File: src/rtl/tile_reader_pkg.sv
// Shared types for the tile reader (broadcast transmit side of the row-router bus).
package tile_reader_pkg;

  typedef enum logic [1:0] {
    TR_IDLE,
    TR_SWEEP,
    TR_DRAIN,
    TR_DONE
  } tr_state_e;

  // Modulo-2^W address add used for tile base + offset.
  function automatic logic [15:0] wrap_add(input logic [15:0] a, input logic [15:0] b);
    return a + b;
  endfunction

endpackage

File: src/rtl/rd_delay_line.sv
// Fixed-depth shift register aligning issued read tags with SRAM read data.
module rd_delay_line #(
  parameter int unsigned WIDTH = 7,
  parameter int unsigned DEPTH = 1
) (
  input  logic             clk_i,
  input  logic             rst_ni,
  input  logic             clear_i,
  input  logic [WIDTH-1:0] d_i,
  output logic [WIDTH-1:0] q_o
);

  logic [WIDTH-1:0] stage_q [DEPTH];

  // Shift every cycle; reset and clear flush all in-flight entries.
  always_ff @(posedge clk_i) begin
    if (!rst_ni || clear_i) begin
      for (int i = 0; i < DEPTH; i++) begin
        stage_q[i] <= '0;
      end
    end else begin
      stage_q[0] <= d_i;
      for (int i = 1; i < DEPTH; i++) begin
        stage_q[i] <= stage_q[i-1];
      end
    end
  end

  assign q_o = stage_q[DEPTH-1];

endmodule

File: src/rtl/tile_reader.sv
// Sweeps one SRAM tile repeatedly and broadcasts {valid, addr, data} to the row
// routers until they all report done, or until the sweep limit aborts the tile.
module tile_reader
  import tile_reader_pkg::*;
#(
  parameter int unsigned DATA_WIDTH = 8,
  parameter int unsigned ADDR_WIDTH = 6,
  parameter int unsigned RD_LATENCY = 1,
  parameter int unsigned MAX_SWEEPS = 15
) (
  input  logic                            i_clk,
  input  logic                            i_nrst,
  input  logic                            i_reg_clear,
  input  logic                            i_start,
  input  logic [ADDR_WIDTH-1:0]           i_start_addr,
  input  logic [ADDR_WIDTH-1:0]           i_tile_len,
  input  logic                            i_stall,
  input  logic                            i_route_done,
  output logic                            o_sram_ren,
  output logic [ADDR_WIDTH-1:0]           o_sram_addr,
  input  logic [DATA_WIDTH-1:0]           i_sram_rdata,
  output logic                            o_valid_addr,
  output logic [ADDR_WIDTH-1:0]           o_addr,
  output logic [DATA_WIDTH-1:0]           o_data,
  output logic                            o_busy,
  output logic                            o_done,
  output logic                            o_timeout,
  output logic [$clog2(MAX_SWEEPS+1)-1:0] o_sweep_count
);

  localparam int unsigned CountW = $clog2(MAX_SWEEPS + 1);
  localparam int unsigned DrainW = $clog2(RD_LATENCY + 1);

  tr_state_e             state_q;
  logic [ADDR_WIDTH-1:0] base_q;
  logic [ADDR_WIDTH-1:0] len_q;
  logic [ADDR_WIDTH-1:0] idx_q;
  logic [CountW-1:0]     count_q;
  logic [DrainW-1:0]     drain_q;
  logic                  timeout_q;

  logic                  issue;
  logic                  last_word;
  logic                  hit_limit;
  logic [ADDR_WIDTH-1:0] rd_addr;
  logic                  stage_valid;
  logic [ADDR_WIDTH-1:0] stage_addr;

  // Issue decision: route_done is checked first and suppresses the read.
  always_comb begin
    issue     = (state_q == TR_SWEEP) && !i_route_done && !i_stall;
    last_word = (idx_q == len_q - ADDR_WIDTH'(1));
    hit_limit = last_word && (count_q == CountW'(MAX_SWEEPS - 1));
    rd_addr   = issue ? ADDR_WIDTH'(wrap_add(16'(base_q), 16'(idx_q))) : '0;
  end

  // Tile FSM plus index, sweep counter, drain counter and sticky timeout.
  always_ff @(posedge i_clk) begin
    if (!i_nrst || i_reg_clear) begin
      state_q   <= TR_IDLE;
      base_q    <= '0;
      len_q     <= '0;
      idx_q     <= '0;
      count_q   <= '0;
      drain_q   <= '0;
      timeout_q <= 1'b0;
    end else begin
      case (state_q)
        TR_IDLE: begin
          if (i_start) begin
            base_q    <= i_start_addr;
            len_q     <= i_tile_len;
            idx_q     <= '0;
            count_q   <= '0;
            timeout_q <= 1'b0;
            state_q   <= (i_tile_len == '0) ? TR_DONE : TR_SWEEP;
          end
        end
        TR_SWEEP: begin
          if (i_route_done) begin
            drain_q <= '0;
            state_q <= TR_DRAIN;
          end else if (!i_stall) begin
            if (last_word) begin
              idx_q <= '0;
              if (count_q != CountW'(MAX_SWEEPS)) begin
                count_q <= count_q + CountW'(1);
              end
              if (hit_limit) begin
                timeout_q <= 1'b1;
                drain_q   <= '0;
                state_q   <= TR_DRAIN;
              end
            end else begin
              idx_q <= idx_q + ADDR_WIDTH'(1);
            end
          end
        end
        TR_DRAIN: begin
          // Stay long enough for the last issued read to reach the bus.
          if (drain_q == DrainW'(RD_LATENCY - 1)) begin
            state_q <= TR_DONE;
          end else begin
            drain_q <= drain_q + DrainW'(1);
          end
        end
        TR_DONE: state_q <= TR_IDLE;
        default: state_q <= TR_IDLE;
      endcase
    end
  end

  rd_delay_line #(
    .WIDTH(1 + ADDR_WIDTH),
    .DEPTH(RD_LATENCY)
  ) u_rd_delay_line (
    .clk_i  (i_clk),
    .rst_ni (i_nrst),
    .clear_i(i_reg_clear),
    .d_i    ({issue, rd_addr}),
    .q_o    ({stage_valid, stage_addr})
  );

  // Outputs; data is zeroed when not valid so an idle bus reads all-zero.
  always_comb begin
    o_sram_ren    = issue;
    o_sram_addr   = rd_addr;
    o_valid_addr  = stage_valid & ~i_stall;
    o_addr        = stage_addr;
    o_data        = o_valid_addr ? i_sram_rdata : '0;
    o_busy        = (state_q != TR_IDLE);
    o_done        = (state_q == TR_DONE);
    o_timeout     = timeout_q;
    o_sweep_count = count_q;
  end

endmodule

File: config.mk
export PLATFORM = sky130hd
export DESIGN_NAME = tile_reader
export DESIGN_NICKNAME = d
export VERILOG_FILES = /design/src/rtl/tile_reader_pkg.sv /design/src/rtl/rd_delay_line.sv /design/src/rtl/tile_reader.sv
export SDC_FILE = /design/constraint.sdc
export NUM_CORES = 1
export LEC_CHECK = 0
export ABC_AREA = 1
export CORE_MARGIN = 2
export CORE_UTILIZATION = 43
export DETAILED_ROUTE_END_ITERATION = 6
export GPL_ROUTABILITY_DRIVEN = 0
export PLACE_DENSITY = 0.76
export SETUP_SLACK_MARGIN = 0.05
export SYNTH_ARGS = -nofsm -noshare
export SYNTH_HDL_FRONTEND = slang
export SYNTH_HIERARCHICAL = 1
export SYNTH_SLANG_ARGS = --single-unit
File: constraint.sdc
create_clock -name i_clk -period 1.9 [get_ports i_clk]
set_clock_uncertainty 0.05 [all_clocks]
set_input_delay 0.38 -clock i_clk [delete_from_list [all_inputs] [get_ports i_clk]]
set_output_delay 0.38 -clock i_clk [all_outputs]
set_load 0.05 [all_outputs]
==> results of run 1 <==
-- stage by stage --
stage | hold WS [ns] | instances | total power [uW] | instance area [um^2] | setup slack (ns)
global placement | 0.405 | 396 | 1100 | 2990 | -0.258
floorplan | 0.409 | 269 | 945 | 2040 | -0.226
finish | 0.432 | 420 | 1840 | 3430 | -0.599
detailed placement | 0.418 | 396 | 1110 | 2990 | -0.281
CTS | 0.433 | 411 | 1800 | 3260 | -0.587
global route | 0.459 | 420 | 1930 | 3430 | -0.671
-- area by class of cell --
cell class	instances	area (um^2)
clock buffers	5	68.8
multi-input cells	186	1340
inverters	49	195
flip-flops and latches	32	659
fillers	285	896
clock inverters	3	42.5
repair buffers	93	1050
well taps	52	65.1
-- logic make-up (layout without fill, tap and decap cells) --
kind of cell / after synthesis / count (layout) / share of synthesized area (%)
xor+xnor: 11 / 11 / 5.41
flops: 32 / 32 / 33.4
compound gates: 36 / 36 / 10.5
fa+ha+maj: 14 / 14 / 9.51
simple gates: 125 / 125 / 30.7
buf+inv: 51 / 150 / 10.6
-- cells in the final DEF, fill, tap and decap left out, drive strengths merged --
cell and n:
a21oi 18, a22oi 1, and3 1, buf 62
bufinv 1, clkbuf 5, clkdlybuf4s50 24, clkinv 1
clkinvlp 2, dfxtp 32, dlygate4sd2 2, dlymetal6s2s 5
fa 1, ha 13, inv 48, nand2 46
nand3 10, nand4 7, nor2 55, nor3 4
nor4 1, o21ai 17, or2 1, xnor2 3
xor2 8
-- where the power goes --
part / total [uW] / internal, uW / switching (uW)
Sequential: 705 / 688 / 17.7
Clock: 668 / 388 / 280
Combinational: 468 / 223 / 245
Total: 1840 / 1300 / 542
-- path summary, 6_finish.rpt --
kind | to | depth (start not counted) | slack (ns)
min reg2reg | o_timeout | 2 | 0.43
min | o_timeout | 2 | 0.43
max reg2reg | u_rd_delay_line/stage_q[0][4] | 11 | -0.07
max | o_sram_addr[4] | 9 | -0.60
-- critical path: cells and delay by family (launching register included) --
kind	cells	cell delay (ns)
XOR/XNOR	1	0.24
adder cells (fa/ha/maj)	2	0.51
buffers and inverters	2	0.19
AND/OR/NAND/NOR	3	0.35
flip-flops	1	0.36
AO/OA/AOI/OAI	1	0.12
-- state kept, by name (all words and copies together) (netlist names) --
name / count
idx_q: 6
len_q: 6
o_timeout: 1
o_sweep_count: 4
base_q: 6
u_rd_delay_line/stage_q: 7
state_q: 2
-- per-layer routing --
metal | GRT usage (%) | vias to the layer above
li1 | - | 1036
met1 | 24.8 | 920
met2 | 37.2 | 47
met3 | 5.41 | 9
met4 | 7.97 | 0
met5 | 0 | -
-- repair_timing --
item                                    in CTS  in global routing
resized for setup                           35                 26
pin swaps                                   14                 21
setup buffers                                8                  9
endpoints found under the setup margin      25                 25
==> results.toml, run 1 <==
[run_status]
run_status = "finished with violations"
violations = "negative setup slack"

[worst_setup_path]
timing.critical_path.cells = "ha_4 > fa_2 > nand2_2 > inv_2 > or2_4 > a21oi_2 > xor2_1 > nor2_4 > buf_12"
rr_startpoint = "idx_q[0]"
setup.worst_path.start = "idx_q[0]"
slowest_delay_ns = 0.36
worst-endpoint-arrival_ns = 2.07
worst_ep_required_time_ns = 1.47
worst_setup_path_start_kind = "register"
critPathCaptureType = "output port"
worst-path-max-fanout = 2
crit_type = "register to output port"
slowest_stage = "sky130_fd_sc_hd__dfxtp_4"

[sta]
tns_ns = -2.02
final.setup.worst_slack_ns = -0.599
finalSetupViolCount = 7
period_minus_slack_ns = 2.50
maxSlewHeadroom_pct = 66.5
worst_pin_slew_ns = 0.501
highest_attainable_clock_frequency_mhz = 400
max_slew_vio_count = 0
finalHoldViolations = 0
timing.final.crit_share_pct = 132
rsz0062_at_grt = "true"

[synthesis]
cell_taking_the_most_area_after_synthesis = "sky130_fd_sc_hd__dfxtp_1"
yosysSeqAreaShare_pct = 33.4
synthesized_instance_count = 269
synth_top_cells_by_area = "sky130_fd_sc_hd__dfxtp_1 33%, sky130_fd_sc_hd__nor2_1 9.8%, sky130_fd_sc_hd__ha_1 8.5%"
synth-async-reset-ratio_pct = 0
number_of_synthesized_register_bits = 32
netlist-cell-type-count = 31
yosysMostFrequentCell = "sky130_fd_sc_hd__nor2_1"
mappedNetlistNets = 309
synth.cell_area_um2 = 1920
syn_avg_cell_area_um2 = 7.14
synth-edff-count = 0
post_synth_most_frequent_cells = "50 x sky130_fd_sc_hd__nor2_1, 42 x sky130_fd_sc_hd__inv_1, 40 x sky130_fd_sc_hd__nand2_1"
most_common_flop_cell_mapped_by_yosys = "sky130_fd_sc_hd__dfxtp_1"
yosys_warnings = 6
yosys.area.top_type_share_pct = 33.4

[worst_hold_path]
timing.hold.worst.class = "register to register"
hold_path_startpoint = "o_timeout"

[global_route]
first_global_vias = 1955
antenna_found_initial = 0
global_route_wire_length_before_repair_um = 8470
grt_start_max_net_pins = 19
global_route.usage.total_pct = 21.2
leftover_overflow_at_the_end_of_global_routing = 0

[power_and_ir_drop]
cellLeakagePower_uw = 0.00155
max-vdd-ir-drop_mv = 0.410
power_density_nw_per_um2 = 537

[cts]
cts_hold_repair.buffers = 0
tritoncts = "done"
cts_htree_levels = 2
worst_setup_hold_path_clk_slew_ns = 0.08
cts_buffers = 5
cts_num_sinks = 32
clock_latency_ns = 0.30
clk_root_buffer_cell = "sky130_fd_sc_hd__clkbuf_8"
max-clock-path-buffers = 2

[floorplanning]
die-height_um = 70.8
coreArea_um2 = 4320
initial_utilization_pct = 44.4
io_pins = 55
die-area_um2 = 5020
die_width_um = 70.8
row_cnt = 24

[cells_and_area]
synthToLayoutAreaGrowth_pct = 78.5
nNetsFinal = 407
layout_cells_sized_above_1_pct = 41.3
antennaDiodeCount = 0
fin_util_pct = 79.3

[drt]
routed_wirelength_um = 5220
detailroute.via_count = 2012
route.met2.wl_um = 2790
detail_route.wirelength.met1_um = 2100
routedWlPerCell_um = 12.4
dr.first_iter.drc_count = 52
detailedRoute.firstPassIterationCount = 4
wl_met3_um = 223
viasPerCell = 4.79
drc = 0
ant_nets = 0
maxUsedRoutingLayer = "met4"

[run]
drv.max_cap_violation_count = 0

[place]
dp.final_hpwl_um = 3600
io_buffer_count = 54
Note: power is estimated with default switching activity, not from simulation.
==> inputs of run 2 (changes only) <==
Settings changed: PLACE_DENSITY 0.76 to 0.79.
==> results.toml, run 2 (synthesis gave the netlist of run 1 again) <==
[run_status]
run_status = "finished with violations"
violations = "negative setup slack"

[global_route]
global_route.usage.total_pct = 20.1
grt_start_max_net_pins = 19
leftover_overflow_at_the_end_of_global_routing = 0
grt_most_used_layer = "met2"
met2_usage_pct = 37.5
global_route_wire_length_before_repair_um = 8090
gr-usage-met3_pct = 3.99
antenna_found_initial = 0
gr-usage-met1_pct = 21.7
first_global_vias = 1935

[cells_and_area]
nNetsFinal = 401
instances_no_fill = 414
fin_util_pct = 76.4
largest_register_ff_count = 7
layout_cells_sized_above_1_pct = 39.2
antennaDiodeCount = 0
regMostFlops = "u_rd_delay_line/stage_q"
synthToLayoutAreaGrowth_pct = 72.1
layout.filler_cells = 303
fin_area_um2 = 3300
layout_common_cells = "36 x sky130_fd_sc_hd__inv_1, 36 x sky130_fd_sc_hd__nor2_1, 36 x sky130_fd_sc_hd__buf_4"

[worst_setup_path]
crit_type = "register to output port"
slowest_delay_ns = 0.36
reg2reg_to = "u_rd_delay_line/stage_q[0][4]"
reg2reg_slack_ns = 0.04
worst_setup_path_start_kind = "register"
worst-endpoint-arrival_ns = 2.06
worst_setup_path_endpoint = "o_sram_addr[4]"
worst_ep_required_time_ns = 1.47
setup.worst_path.start = "idx_q[0]"
reg2regPathDepth = 10
worst-path-max-fanout = 2
rr_startpoint = "idx_q[0]"
critPathCaptureType = "output port"
timing.critical_path.cells = "ha_4 > fa_2 > nand2_2 > inv_2 > or2_4 > a21oi_4 > xor2_2 > nor2_4 > buf_12"
slowest_stage = "sky130_fd_sc_hd__dfxtp_4"

[sta]
period_minus_slack_ns = 2.49
final.setup.worst_slack_ns = -0.588
worst_pin_slew_ns = 0.502
rsz0062_at_grt = "true"
fin_worst_hold_slack_ns = 0.413
highest_attainable_clock_frequency_mhz = 402
timing.final.crit_share_pct = 131
max_slew_vio_count = 0
finalHoldViolations = 0
maxSlewHeadroom_pct = 66.5
finalSetupViolCount = 5

[floorplanning]
row_cnt = 24
die_width_um = 70.8
die-height_um = 70.8
io_pins = 55
initial_utilization_pct = 44.4
coreArea_um2 = 4320
die-area_um2 = 5020

[power_and_ir_drop]
cellLeakagePower_uw = 0.00151
max-vdd-ir-drop_mv = 0.412
total_power_uw = 1790
power_density_nw_per_um2 = 542

[drt]
routed_wirelength_um = 5030
routedWlPerCell_um = 12.1
viasPerCell = 4.95
drc = 0
detailedRoute.firstPassIterationCount = 4
ant_nets = 0
detailroute.via_count = 2048
dr.first_iter.drc_count = 63

[place]
place_inst = 394
placed_cell_area_um2 = 2940
dp.final_hpwl_um = 3550
io_buffer_count = 54

[cts]
max-clock-path-buffers = 2
cts_num_sinks = 32
cts_htree_levels = 2
tritoncts = "done"
clk_root_buffer_cell = "sky130_fd_sc_hd__clkbuf_8"
cts_buffers = 5
worst_setup_hold_path_clk_slew_ns = 0.08
clock_latency_ns = 0.29

[worst_hold_path]
timing.hold.worst.class = "register to register"
hold_depth = 2

[run]
drv.max_cap_violation_count = 0
run 2: report_power, final:
| part | internal [uW] | leakage, uW | switching, uW | total [uW] |
|---|---|---|---|---|
| Sequential | 687 | 0.000264 | 17.4 | 705 |
| Clock | 388 | 0.0000541 | 275 | 663 |
| Combinational | 190 | 0.00119 | 233 | 423 |
run 2: how the worst min path moves through the flow:
stage	endpoint	from	slack, ns
floorplan	len_q[1]	len_q[1]	0.41
global placement	o_timeout	o_timeout	0.39
detailed placement	o_timeout	o_timeout	0.39
CTS	o_timeout	o_timeout	0.42
global route	o_timeout	o_timeout	0.43
finish	o_timeout	o_timeout	0.41
run 2: final cells by class:
class / count / area [um^2] / area share, %
clock inverters: 3 / 42.5 / 1.29
repair buffers: 87 / 966 / 29.2
well taps: 52 / 65.1 / 1.97
flip-flops and latches: 32 / 659 / 20.0
inverters: 49 / 195 / 5.91
clock buffers: 5 / 68.8 / 2.08
multi-input cells: 186 / 1310 / 39.6
run 2: layer usage:
| layer | routed length, um | vias to the layer above |
|---|---|---|
| li1 | - | 1027 |
| met1 | 1940 | 936 |
| met2 | 2670 | 71 |
| met3 | 254 | 14 |
| met4 | 165 | 0 |
| met5 | 0 | - |
run 2: worst max-delay path, delay by kind of cell, from the launching register on:
kind	cells	cell delay [ns]
compound gates	1	0.14
xor+xnor	1	0.20
fa+ha+maj	2	0.52
buf+inv	2	0.18
flops	1	0.36
simple gates	3	0.37
run 2: metrics by stage:
stage	TNS, ns	setup WS, ns
4_1_cts	-1.81	-0.592
3_3_place_gp	-0.785	-0.256
2_1_floorplan	-0.636	-0.226
5_1_grt	-2.39	-0.648
3_5_place_dp	-0.873	-0.280
6_report	-1.83	-0.588
run 2: timing repair:
action | 4_1_cts | 5_1_grt
endpoints found under the setup margin | 27 | 27
hold buffers | 0 | 0
buffers inserted | 6 | 6
pin swaps | 11 | 13
hold endpoints to repair | 0 | 0
gates resized for setup | 33 | 18
